===== src/rtl/mem_arb_pkg.sv =====
// mem_arb_pkg: shared types and default sizes for the memory port arbiter.
package mem_arb_pkg;
   localparam int DEF_DATA_W = 8;
   localparam int DEF_DEPTH = 5;
   localparam int DEF_ADDR_W = 3;
   localparam int DEF_NREQ = 2;
   typedef enum logic [1:0] {IDLE, ACCESS, RD_WAIT} state_t;
endpackage


===== src/rtl/rr_arbiter.sv =====
// rr_arbiter: combinational round-robin pick of the first request after index last.
module rr_arbiter #(
   parameter int N = 2,
   parameter int IW = N > 1 ? $clog2(N) : 1
) (
   input  logic [N-1:0]  req,
   input  logic [IW-1:0] last,
   output logic [N-1:0]  gnt,
   output logic [IW-1:0] idx,
   output logic          any
);
   logic [IW-1:0] cand;
   assign any = |req;
   // Scan from lowest to highest priority so the highest-priority hit is written last.
   always_comb begin
      gnt = '0;
      idx = '0;
      cand = '0;
      for (int i = N; i >= 1; i--) begin
         cand = IW'((int'(last) + i) % N);
         if (req[cand]) begin
            gnt = '0;
            gnt[cand] = 1'b1;
            idx = cand;
         end
      end
   end
endmodule


===== src/rtl/mem_port_arbiter.sv =====
// mem_port_arbiter: round-robin sharing of a single-port word memory between requesters.
module mem_port_arbiter
   import mem_arb_pkg::*;
#(
   parameter int DATA_W = DEF_DATA_W,
   parameter int DEPTH = DEF_DEPTH,
   parameter int ADDR_W = DEF_ADDR_W,
   parameter int NREQ = DEF_NREQ
) (
   input  logic                   clk,
   input  logic                   rst_n,
   input  logic [NREQ-1:0]        req,
   input  logic [NREQ-1:0]        req_we,
   input  logic [NREQ*ADDR_W-1:0] req_addr,
   input  logic [NREQ*DATA_W-1:0] req_wdata,
   output logic [NREQ-1:0]        gnt,
   output logic                   err,
   output logic [NREQ-1:0]        rvalid,
   output logic [DATA_W-1:0]      rdata,
   output logic                   mem_en,
   output logic                   mem_we,
   output logic [ADDR_W-1:0]      mem_addr,
   output logic [DATA_W-1:0]      mem_wdata,
   input  logic [DATA_W-1:0]      mem_rdata
);
   localparam int IW = NREQ > 1 ? $clog2(NREQ) : 1;
   state_t state, state_nx;
   logic [IW-1:0] last, win_idx;
   logic [NREQ-1:0] win_oh;
   logic any, sel_we, sel_oor;
   logic [ADDR_W-1:0] sel_addr;
   logic [DATA_W-1:0] sel_wdata;
   rr_arbiter #(.N(NREQ), .IW(IW)) u_rr (
      .req(req),
      .last(last),
      .gnt(win_oh),
      .idx(win_idx),
      .any(any)
   );
   assign sel_we = req_we[win_idx];
   assign sel_addr = req_addr[int'(win_idx)*ADDR_W +: ADDR_W];
   assign sel_wdata = req_wdata[int'(win_idx)*DATA_W +: DATA_W];
   assign sel_oor = int'(sel_addr) >= DEPTH;
   always_ff @(posedge clk)
      if (!rst_n) state <= IDLE;
      else state <= state_nx;
   // In ACCESS the registered strobe tells an in-range read apart from writes and rejected accesses.
   always_comb begin
      state_nx = IDLE;
      state_nx = state == IDLE ? (any ? ACCESS : IDLE) :
                 state == ACCESS && mem_en && !mem_we ? RD_WAIT : IDLE;
   end
   always_ff @(posedge clk)
      if (!rst_n) begin
         last <= IW'(NREQ-1);
         gnt <= '0;
         err <= 1'b0;
         rvalid <= '0;
         rdata <= '0;
         mem_en <= 1'b0;
         mem_we <= 1'b0;
         mem_addr <= '0;
         mem_wdata <= '0;
      end else begin
         gnt <= '0;
         err <= 1'b0;
         rvalid <= '0;
         mem_en <= 1'b0;
         if (state == IDLE && any) begin
            gnt <= win_oh;
            last <= win_idx;
            err <= sel_oor;
            mem_en <= !sel_oor;
            if (!sel_oor) begin
               mem_we <= sel_we;
               mem_addr <= sel_addr;
               mem_wdata <= sel_wdata;
            end
         end
         if (state == RD_WAIT) begin
            rdata <= mem_rdata;
            rvalid <= NREQ'(1) << last;
         end
      end
endmodule


===== config.mk =====
export PLATFORM = sky130hd
export DESIGN_NAME = mem_port_arbiter
export DESIGN_NICKNAME = d
export VERILOG_FILES = /design/src/rtl/mem_arb_pkg.sv /design/src/rtl/rr_arbiter.sv /design/src/rtl/mem_port_arbiter.sv
export SDC_FILE = /design/constraint.sdc
export NUM_CORES = 1
export LEC_CHECK = 0
export ABC_AREA = 1
export CAP_MARGIN = 20
export CORE_MARGIN = 2
export CORE_UTILIZATION = 43
export DETAILED_ROUTE_END_ITERATION = 8
export PLACE_DENSITY_LB_ADDON = 0.3
export SYNTH_ARGS = -nofsm -noshare
export SYNTH_HDL_FRONTEND = slang
export SYNTH_SLANG_ARGS = --single-unit

===== constraint.sdc =====
create_clock -name clk -period 2.8 [get_ports clk]
set_input_delay 0.42 -clock clk [delete_from_list [all_inputs] [get_ports clk]]
set_output_delay 0.42 -clock clk [all_outputs]
set_load 0.03 [all_outputs]

==> Word level (Yosys, flattened, before mapping) <==
Index checks and enable logic that the tools add are counted.
{ "classes": {"div_mod_pow": 0, "n_addsub": 2, "mul": 1, "n_bitwise": 1, "n_shift": 3, "magnitude_cmp": 6, "reduce_logical": 12, "n_mux": 17, "eq_ne": 2} }
{ "ops": {"columns": ["cell", "count"], "rows": [
  ["$shiftx 16x5->8", 1],
  ["$mux 1", 11],
  ["$mux 2", 4],
  ["$lt 1x2->1 const B", 3],
  ["$reduce_and 2->1", 3],
  ["$shiftx 6x4->3", 1],
  ["$logic_and 1x1->1", 5],
  ["$ge 3x3->1 const B", 1],
  ["$mul 1x2->3 const B", 1],
  ["$add 1x1->1 const B", 2],
  ["$demux 1 s1", 2],
  ["$eq 2x1->1 const B", 1],
  ["$eq 2x2->1 const B", 1],
  ["$ge 1x1->1 const B", 2],
  ["$logic_not 1->1", 2],
  ["$logic_not 2->1", 1],
  ["$reduce_or 2->1", 1],
  ["$shl 1x1->2 const A", 1],
  ["$not 1->1", 1]
]} }
{ "word_totals": {"regBits": 29, "mem_bits_ro": 0, "mem_bits_rw": 0, "n_memories": 0, "latch_bits": 0, "out_inout_bits": 26, "word_cells": 54} }

==> Longest topological paths before layout <==
Gate-level depths: netlist of run 1.
{ "depth": {"depth_word": 10, "depth_mapped": 10, "mapped_depth_nobuf": 10} }

==> Cells and area by module <==
From an unflattened synthesis of run 1, not the netlist that was laid out.
{ "hier_totals": {"cells_unflattened": 171, "hier_area_um2": 1316.3} }
{ "modules_own_cells": {"columns": ["mod", "cells_each", "area_each_um2", "n_inst"], "rows": [
  ["mem_port_arbiter", 164, 1283.7, 1],
  ["rr_arbiter", 7, 32.5, 1]
]} }

==> Least setup slack after synthesis of run 1 <==
Ideal clock, no wire load.
{ "synth_timing": {"path_type": "input to register", "startpoint": "input req[0]", "endpoint": "register mem_wdata[1]", "required_time_ns": 2.684, "setup_slack_ns": 1.521, "stages": 9, "t_arrival_ns": 1.162, "setup_time_ns": 0.116, "path_buffers": 1, "path_cell_list": "nand2_2 nand2_4 inv_6 nand2_2 nand2_2 nand2_4 buf_6 a21oi_1 nor2_2"} }
{ "synth_via": {"elab_chain_cells": 9, "word_cells_on_any_way": 14, "classes_between": "mul (1); order compare (1); shift (2); mux (6); bitwise (1); reduce/logical (3)"} }
{ "synth_rtl": {"columns": ["item", "line_no", "source"], "rows": [
  ["start: declaration", "mem_port_arbiter.sv:12", "input logic [NREQ-1:0] req,"],
  ["$mux 1 (implied by the code) (2 in a row)", "rr_arbiter.sv:21", "if (req[cand]) begin"],
  ["$mux 1 (2 in a row)", "rr_arbiter.sv:21", null],
  ["$mul 1x2->3", "mem_port_arbiter.sv:41", "assign sel_addr = req_addr[int'(win_idx)*ADDR_W +: ADDR_W];"],
  ["$shiftx 6x4->3", "mem_port_arbiter.sv:41", null],
  ["$ge 3x3->1", "mem_port_arbiter.sv:43", "assign sel_oor = int'(sel_addr) >= DEPTH;"],
  ["$not 1->1 (no line)", null, null],
  ["$reduce_and 2->1 (no line)", null, null],
  ["end signal: assignment", "mem_port_arbiter.sv:77", "mem_wdata <= sel_wdata;"],
  ["end: declaration", "mem_port_arbiter.sv:23", "output logic [DATA_W-1:0] mem_wdata,"]
]} }
Several ways; a longest one is shown, not always the timed one. The select of a mux whose other input is x is not followed.
A chain may end at the register's enable or synchronous reset.

==> Worst setup path in the final report of run 1 <==
{ "layout_timing": {"startpoint": "register mem_we", "endpoint": "output mem_we"} }
{ "layout_rtl": {"columns": ["item", "line_no", "source"], "rows": [
  ["start: declaration", "mem_port_arbiter.sv:21", "output logic mem_we,"],
  ["start signal: assignment", "mem_port_arbiter.sv:75", "mem_we <= sel_we;"]
]} }
No word-level cell between the ends.

==> results.ini, run 1 <==
[floorplan]
dieArea_mm2=0.00339
die-width_um=58.2
dieHeight_um=58.2
start_util=0.454
std_cell_rows=19
io_pins=62
core_mm2=0.00278

[routing]
via_count=1254
wire_per_inst_um=10.8
routed_wirelength_mm=2.88
drtIter0Drc=40
antenna_left=0
vias_per_cell=4.70
first_pass_iters=4
drc=0

[sta]
worstMarginPinSlew_ps=569
post-route-period-util=0.645
finalHoldViolations=0
relSlewSlack=0.620
rsz0062_at_grt=no
fin_skew_ps=3.05
drv_slew=0
worst_slack_ps=993
fin_tns_setup_ps=0
fmax_mhz=553
min_period_ps=1810
setup_viol=0

[power]
combPwrFrac=0.271
leakage_nw=0.854
pwr-share-seq=0.467
p_sw_mw=0.295
netSwitchingFraction=0.302
pwr-share-clk=0.262
power.density_mw_per_mm2=506
ir_worst_vdd_v=0.000447
power.internal_mw=0.682

[synth]
syn_nets=210
seq_area_frac_synth=0.459
ys_ff_latch=29
synth_cells=174
yosys_warnings=0
syn_area_mm2=0.00126
ys_types=21
syn_area_per_cell_um2=7.26

[clock_network]
post_cts_buffers=0
root_buffer=clkbuf_4
cts_resized=0
htreeDepth=2
cts_tree=done
clock_sink_count=29
clkTransAtPathRegs_ps=90
cts_max_path_buffers=2
cts_made_buffers=5
clk-insertion-delay-late_ps=320
holdBufCountCts=0

[final_layout]
final_cells=267
synthToLayoutAreaGrowth_pct=52.7
postLayoutCellArea_mm2=0.00193
drive_above_1_share=0.0763
finalCoreUtilization=0.694
antennaDiodeCount=0
finalNetCount=272

[placed_design]
port_buffers=61
dp_slack_ps=713
dp_cells=260
finalWeightedCongestion=0.721
dp_hpwl_mm=2.16
place_area_mm2=0.00187

[worst_setup_path]
crit_chain=clkdlybuf4s50_1
worst_path_max_delay_cell=clkdlybuf4s50_1
r2r-end=rdata[5]
crit_buf_inv=1
r2r_start=state[1]
crit_fanout=3
r2r_cells=5
setup.worst_path.class=reg2out
critPathArrivalTime_ps=1390
crit_family=buffers and inverters
critPathMaxStageDelay_ps=690
rrSetupSlack_ps=1270
end_kind=primary output
crit_path_start_kind=flop
cp.required_ps=2380

[global_route]
antenna_found_initial=0
grt_pass1_wl_mm=4.84
grt_max_degree=24
first_global_vias=1129
overflow=0
grt_usage=0.190

[min_path]
min_from=mem_addr[2]
min_to=mem_addr[2]
whs_path_depth=2
hold_path_class=reg2reg

[run_status]
status=finished, final reports clean

[run]
max_cap_violations=0

[cell type report]
class                      instances  area, µm²
tap                               31       38.8
fill                             220        852
multi-input combinational        126        587
inverter                          12       50.0
timing repair buffer              62        618
clock buffer                       7       55.1
sequential                        29        581
[Yosys cell counts]
master	instances	area, µm²
o211ai_1	1	7.51
buf_6	2	22.5
dfxtp_1	29	581
a21oi_1	11	55.1
clkbuf_1	1	3.75
nand2_1	45	169
nor3_1	1	5.00
inv_1	10	37.5
nand3b_1	10	75.1
nor2_1	34	128
nand2_2	6	37.5
o21ai_0	9	45.0
nand2_4	2	22.5
nor4_1	1	6.26
buf_2	4	20.0
o21ai_2	1	8.76
nand3_1	3	15.0
inv_6	1	8.76
nor2_2	1	6.26
and3_1	1	6.26
clkinv_1	1	3.75
[worst max path at each step]
| stage | from | endpoint | depth (start not counted) |
|---|---|---|---|
| floorplan | req[0] | mem_wdata[1] | 9 |
| global placement | req[0] | mem_addr[0] | 10 |
| detailed placement | req[0] | mem_addr[0] | 10 |
| CTS | mem_we | mem_we | 1 |
| global route | req[0] | mem_addr[0] | 11 |
| finish | mem_we | mem_we | 1 |
[per-layer routing]
| metal | global-route usage | vias to the layer above | wire length [µm] | share of wire |
|---|---|---|---|---|
| met2 | 0.302 | 52 | 1290 | 0.45 |
| met5 | 0 | - | 0 | 0 |
| li1 | - | 671 | - | - |
| met1 | 0.233 | 526 | 1310 | 0.45 |
| met3 | 0.0424 | 5 | 214 | 0.074 |
| met4 | 0.116 | 0 | 65 | 0.023 |
[metrics by stage]
step	power (mW)	hold slack, ps
2_1_floorplan	0.621	455
3_3_place_gp	0.728	446
3_5_place_dp	0.731	455
4_1_cts	0.983	468
5_1_grt	1.02	497
6_report	0.977	464
[state kept, by name (all words and copies together) (netlist names), 2 cells and up]
name / cells
mem_wdata: 8
state: 2
mem_addr: 3
gnt: 2
rdata: 8
rvalid: 2
[cell usage in the layout (no fill, tap or decap)]
cell              n
nor4_1            1
a21oi_1          11
buf_4             1
nand2_4           2
o21ai_0           9
nor2_1           34
o21ai_2           1
nor2_2            1
clkbuf_4          5
o211ai_1          1
nand2_1          45
nor3_1            1
inv_6             1
inv_1            10
clkdlybuf4s50_1  61
and3_1            1
dfxtp_1          29
clkbuf_1          1
clkbuf_8          1
nand3b_1         10
nand2_2           6
nand3_1           3
clkinv_1          1
[logic make-up (layout without fill, tap and decap cells)]
logic type,after synthesis,after routing,synth area share
AO/OA/AOI/OAI,22,22,0.0921
buffers and inverters,19,81,0.0762
flip-flops,29,29,0.459
AND/OR/NAND/NOR,104,104,0.372
[power groups by stage]
stage          registers [mW]  clock network [mW]  logic, mW
6_report                0.456               0.256      0.265
3_3_place_gp            0.465                   0      0.263
2_1_floorplan           0.511                   0      0.110
5_1_grt                 0.460               0.276      0.287
4_1_cts                 0.457               0.261      0.266
3_5_place_dp            0.466                   0      0.265
Power figures use the tool's default switching activity.
==> run 2: changes to the inputs <==
--- a/config.mk
+++ b/config.mk
@@ -8,7 +8,7 @@
 export ABC_AREA = 1
 export CAP_MARGIN = 20
 export CORE_MARGIN = 2
-export CORE_UTILIZATION = 43
+export CORE_UTILIZATION = 36
 export DETAILED_ROUTE_END_ITERATION = 8
 export PLACE_DENSITY_LB_ADDON = 0.3
 export SYNTH_ARGS = -nofsm -noshare
==> constraint.sdc (replaced) <==
create_clock -name clk -period 1.6 [get_ports clk]
set_input_delay 0.24 -clock clk [delete_from_list [all_inputs] [get_ports clk]]
set_output_delay 0.24 -clock clk [all_outputs]
set_load 0.03 [all_outputs]
==> run 2 against run 1 <==
Sequential share of layout area fell by 2.4 points. Clock skew is 5.1 ps higher. Highest routed layer unchanged. Sequential power increased by 75%. Critical path depth stayed put. Wire length rose by 6.1%.
==> results.ini, run 2 (synthesized netlist as in run 1, its figures left out) <==
[global_route]
overflow=0  ; unchanged
top_usage_layer=met2
first_global_vias=1159  ; +2.7%
grt_util_met2=0.237  ; -0.0652
use_met3=0.0589  ; +0.0165
grt_pass1_wl_mm=5.15  ; +6.4%
antenna_found_initial=0  ; unchanged
use_met1=0.225  ; -0.00807
grt_usage=0.165  ; -0.0250
grt_max_degree=15  ; -38%

[power]
pwr-share-seq=0.444  ; -0.023
netSwitchingFraction=0.299  ; -0.00304
p_sw_mw=0.537  ; +82%
combPwrFrac=0.273  ; +0.002
leakage_nw=1.21  ; +42%
ir_worst_vdd_v=0.000308  ; -31%
pwr-share-clk=0.283  ; +0.021
power.internal_mw=1.26  ; +85%
power.density_mw_per_mm2=856  ; +69%
power_mw=1.79  ; +84%

[clock_network]
clkTransAtPathRegs_ps=90  ; about the same
clock_sink_count=29  ; unchanged
holdBufCountCts=0  ; unchanged
cts_max_path_buffers=2  ; unchanged
root_buffer=clkbuf_4
post_cts_buffers=0  ; unchanged
cts_tree=done
clk-insertion-delay-late_ps=330  ; about the same
cts_made_buffers=5  ; unchanged
htreeDepth=2  ; unchanged

[worst_setup_path]
r2r_cells=8  ; +3
worstSetupStartpoint=gnt[0]
worst_path_max_delay_cell=clkdlybuf4s50_1
cp.required_ps=1360  ; -1020 ps
r2r-end=mem_wdata[4]
crit_fanout=1  ; -2
crit_chain=clkdlybuf4s50_1
critPathMaxStageDelay_ps=650  ; -40 ps
critPathArrivalTime_ps=1290  ; -100 ps
setup.worst_path.class=reg2out
rrSetupSlack_ps=210  ; -1060 ps
end_kind=primary output
crit_family=buffers and inverters
r2r_start=last
crit_buf_inv=1  ; unchanged
crit_path_start_kind=flop

[sta]
min_period_ps=1530
fin_tns_setup_ps=0  ; unchanged
finalHoldViolations=0  ; unchanged
worst_slack_ps=67.3  ; -926 ps
drv_slew=0  ; unchanged
relSlewSlack=0.772  ; +0.151
fmax_mhz=652
post-route-period-util=0.958
setup_viol=0  ; unchanged
worstMarginPinSlew_ps=342  ; -227 ps
rsz0062_at_grt=no
fin_skew_ps=8.14  ; +5.09 ps

[floorplan]
die-width_um=63.2  ; +8.6%
std_cell_rows=21  ; +2
dieArea_mm2=0.00400  ; +18%
core_mm2=0.00336  ; +21%
io_pins=62  ; unchanged
start_util=0.376  ; -0.0786
dieHeight_um=63.2  ; +8.6%

[final_layout]
drive_above_1_share=0.132  ; +0.0557
final_cells=296  ; +11%
synthToLayoutAreaGrowth_pct=65.9
antennaDiodeCount=0  ; unchanged
reg_top3=mem_wdata (8), rdata (8), mem_addr (3)
layout_commonest_cell=nand2_1
final_cell_mix=nand2_1 (45), clkdlybuf4s50_1 (38), nor2_1 (34), dfxtp_1 (29), dlymetal6s2s_1 (14)
finalNetCount=285  ; +4.8%

[placed_design]
dp_hpwl_mm=2.34  ; +8.3%
port_buffers=61  ; unchanged
dp_cells=288  ; +11%
dp_slack_ps=-131  ; -844 ps
finalWeightedCongestion=0.735  ; +2.0%

[routing]
wire_per_inst_um=10.3  ; -4.3%
first_pass_iters=6  ; +2
drc=0  ; unchanged
via_count=1312  ; +4.6%
drtIter0Drc=51  ; +28%
routed_wirelength_mm=3.06  ; +6.1%
vias_per_cell=4.43  ; -5.6%
antenna_left=0  ; unchanged

[min_path]
whs_path_depth=2  ; unchanged
hold_path_class=reg2reg
min_to=mem_addr[2]
min_from=mem_addr[2]

[run_status]
status=finished, final reports clean

[run]
max_cap_violations=0  ; unchanged

-- run 2: final cells by class --
type | instances | area (µm²)
Fill cell | 335 | 1270
Timing Repair Buffer | 75 | 752
Multi-Input combinational cell | 126 | 587
Sequential cell | 29 | 581
Clock buffer | 7 | 65.1
Tap cell | 46 | 57.6
Inverter | 12 | 50.0
Clock inverter | 1 | 5.00
-- run 2: stage by stage --
stage / hold slack (ps) / instance area [µm²] / util
floorplan: 367 / 1260 / -
global placement: 436 / 2000 / 0.596
detailed placement: 441 / 2000 / 0.596
CTS: 452 / 2060 / 0.613
global route: 482 / 2100 / 0.624
finish: 452 / 2100 / 0.624
-- run 2: how the worst max path moves through the flow --
| stage | to | depth (start not counted) |
|---|---|---|
| after floorplan | mem_wdata[1] | 10 |
| after global placement | mem_wdata[3] | 9 |
| after detailed placement | mem_wdata[3] | 9 |
| after CTS | rdata[0] | 1 |
| after global routing | gnt[1] | 1 |
| final | gnt[0] | 1 |
-- run 2: repair_timing --
action                     in CTS  in global routing
setup endpoints to repair       9                 14
pin swaps                       0                  0
gates resized for setup         9                 14
cloned                          0                  0
-- run 2: power by group through the flow --
stage | Combinational, mW | Sequential, mW | Clock [mW]
global placement | 0.508 | 0.814 | 0
floorplan | 0.192 | 0.895 | 0
CTS | 0.496 | 0.797 | 0.526
detailed placement | 0.511 | 0.815 | 0
finish | 0.491 | 0.796 | 0.508
global route | 0.538 | 0.802 | 0.566
-- run 2: metal layers --
| metal | share of wire | vias to the layer above |
|---|---|---|
| li1 | - | 697 |
| met2 | 0.44 | 44 |
| met3 | 0.062 | 3 |
| met5 | 0 | - |
| met1 | 0.49 | 568 |
| met4 | 0.0049 | 0 |
==> run 3: changes to the inputs <==
--- a/config.mk
+++ b/config.mk
@@ -6,6 +6,7 @@
 export NUM_CORES = 1
 export LEC_CHECK = 0
 export ABC_AREA = 1
+export ABC_CLOCK_PERIOD_IN_PS = 1600
 export CAP_MARGIN = 20
 export CORE_MARGIN = 2
 export CORE_UTILIZATION = 36
==> results of run 3 <==
No change in the layout: final DEF, timing and power equal those of run 2.
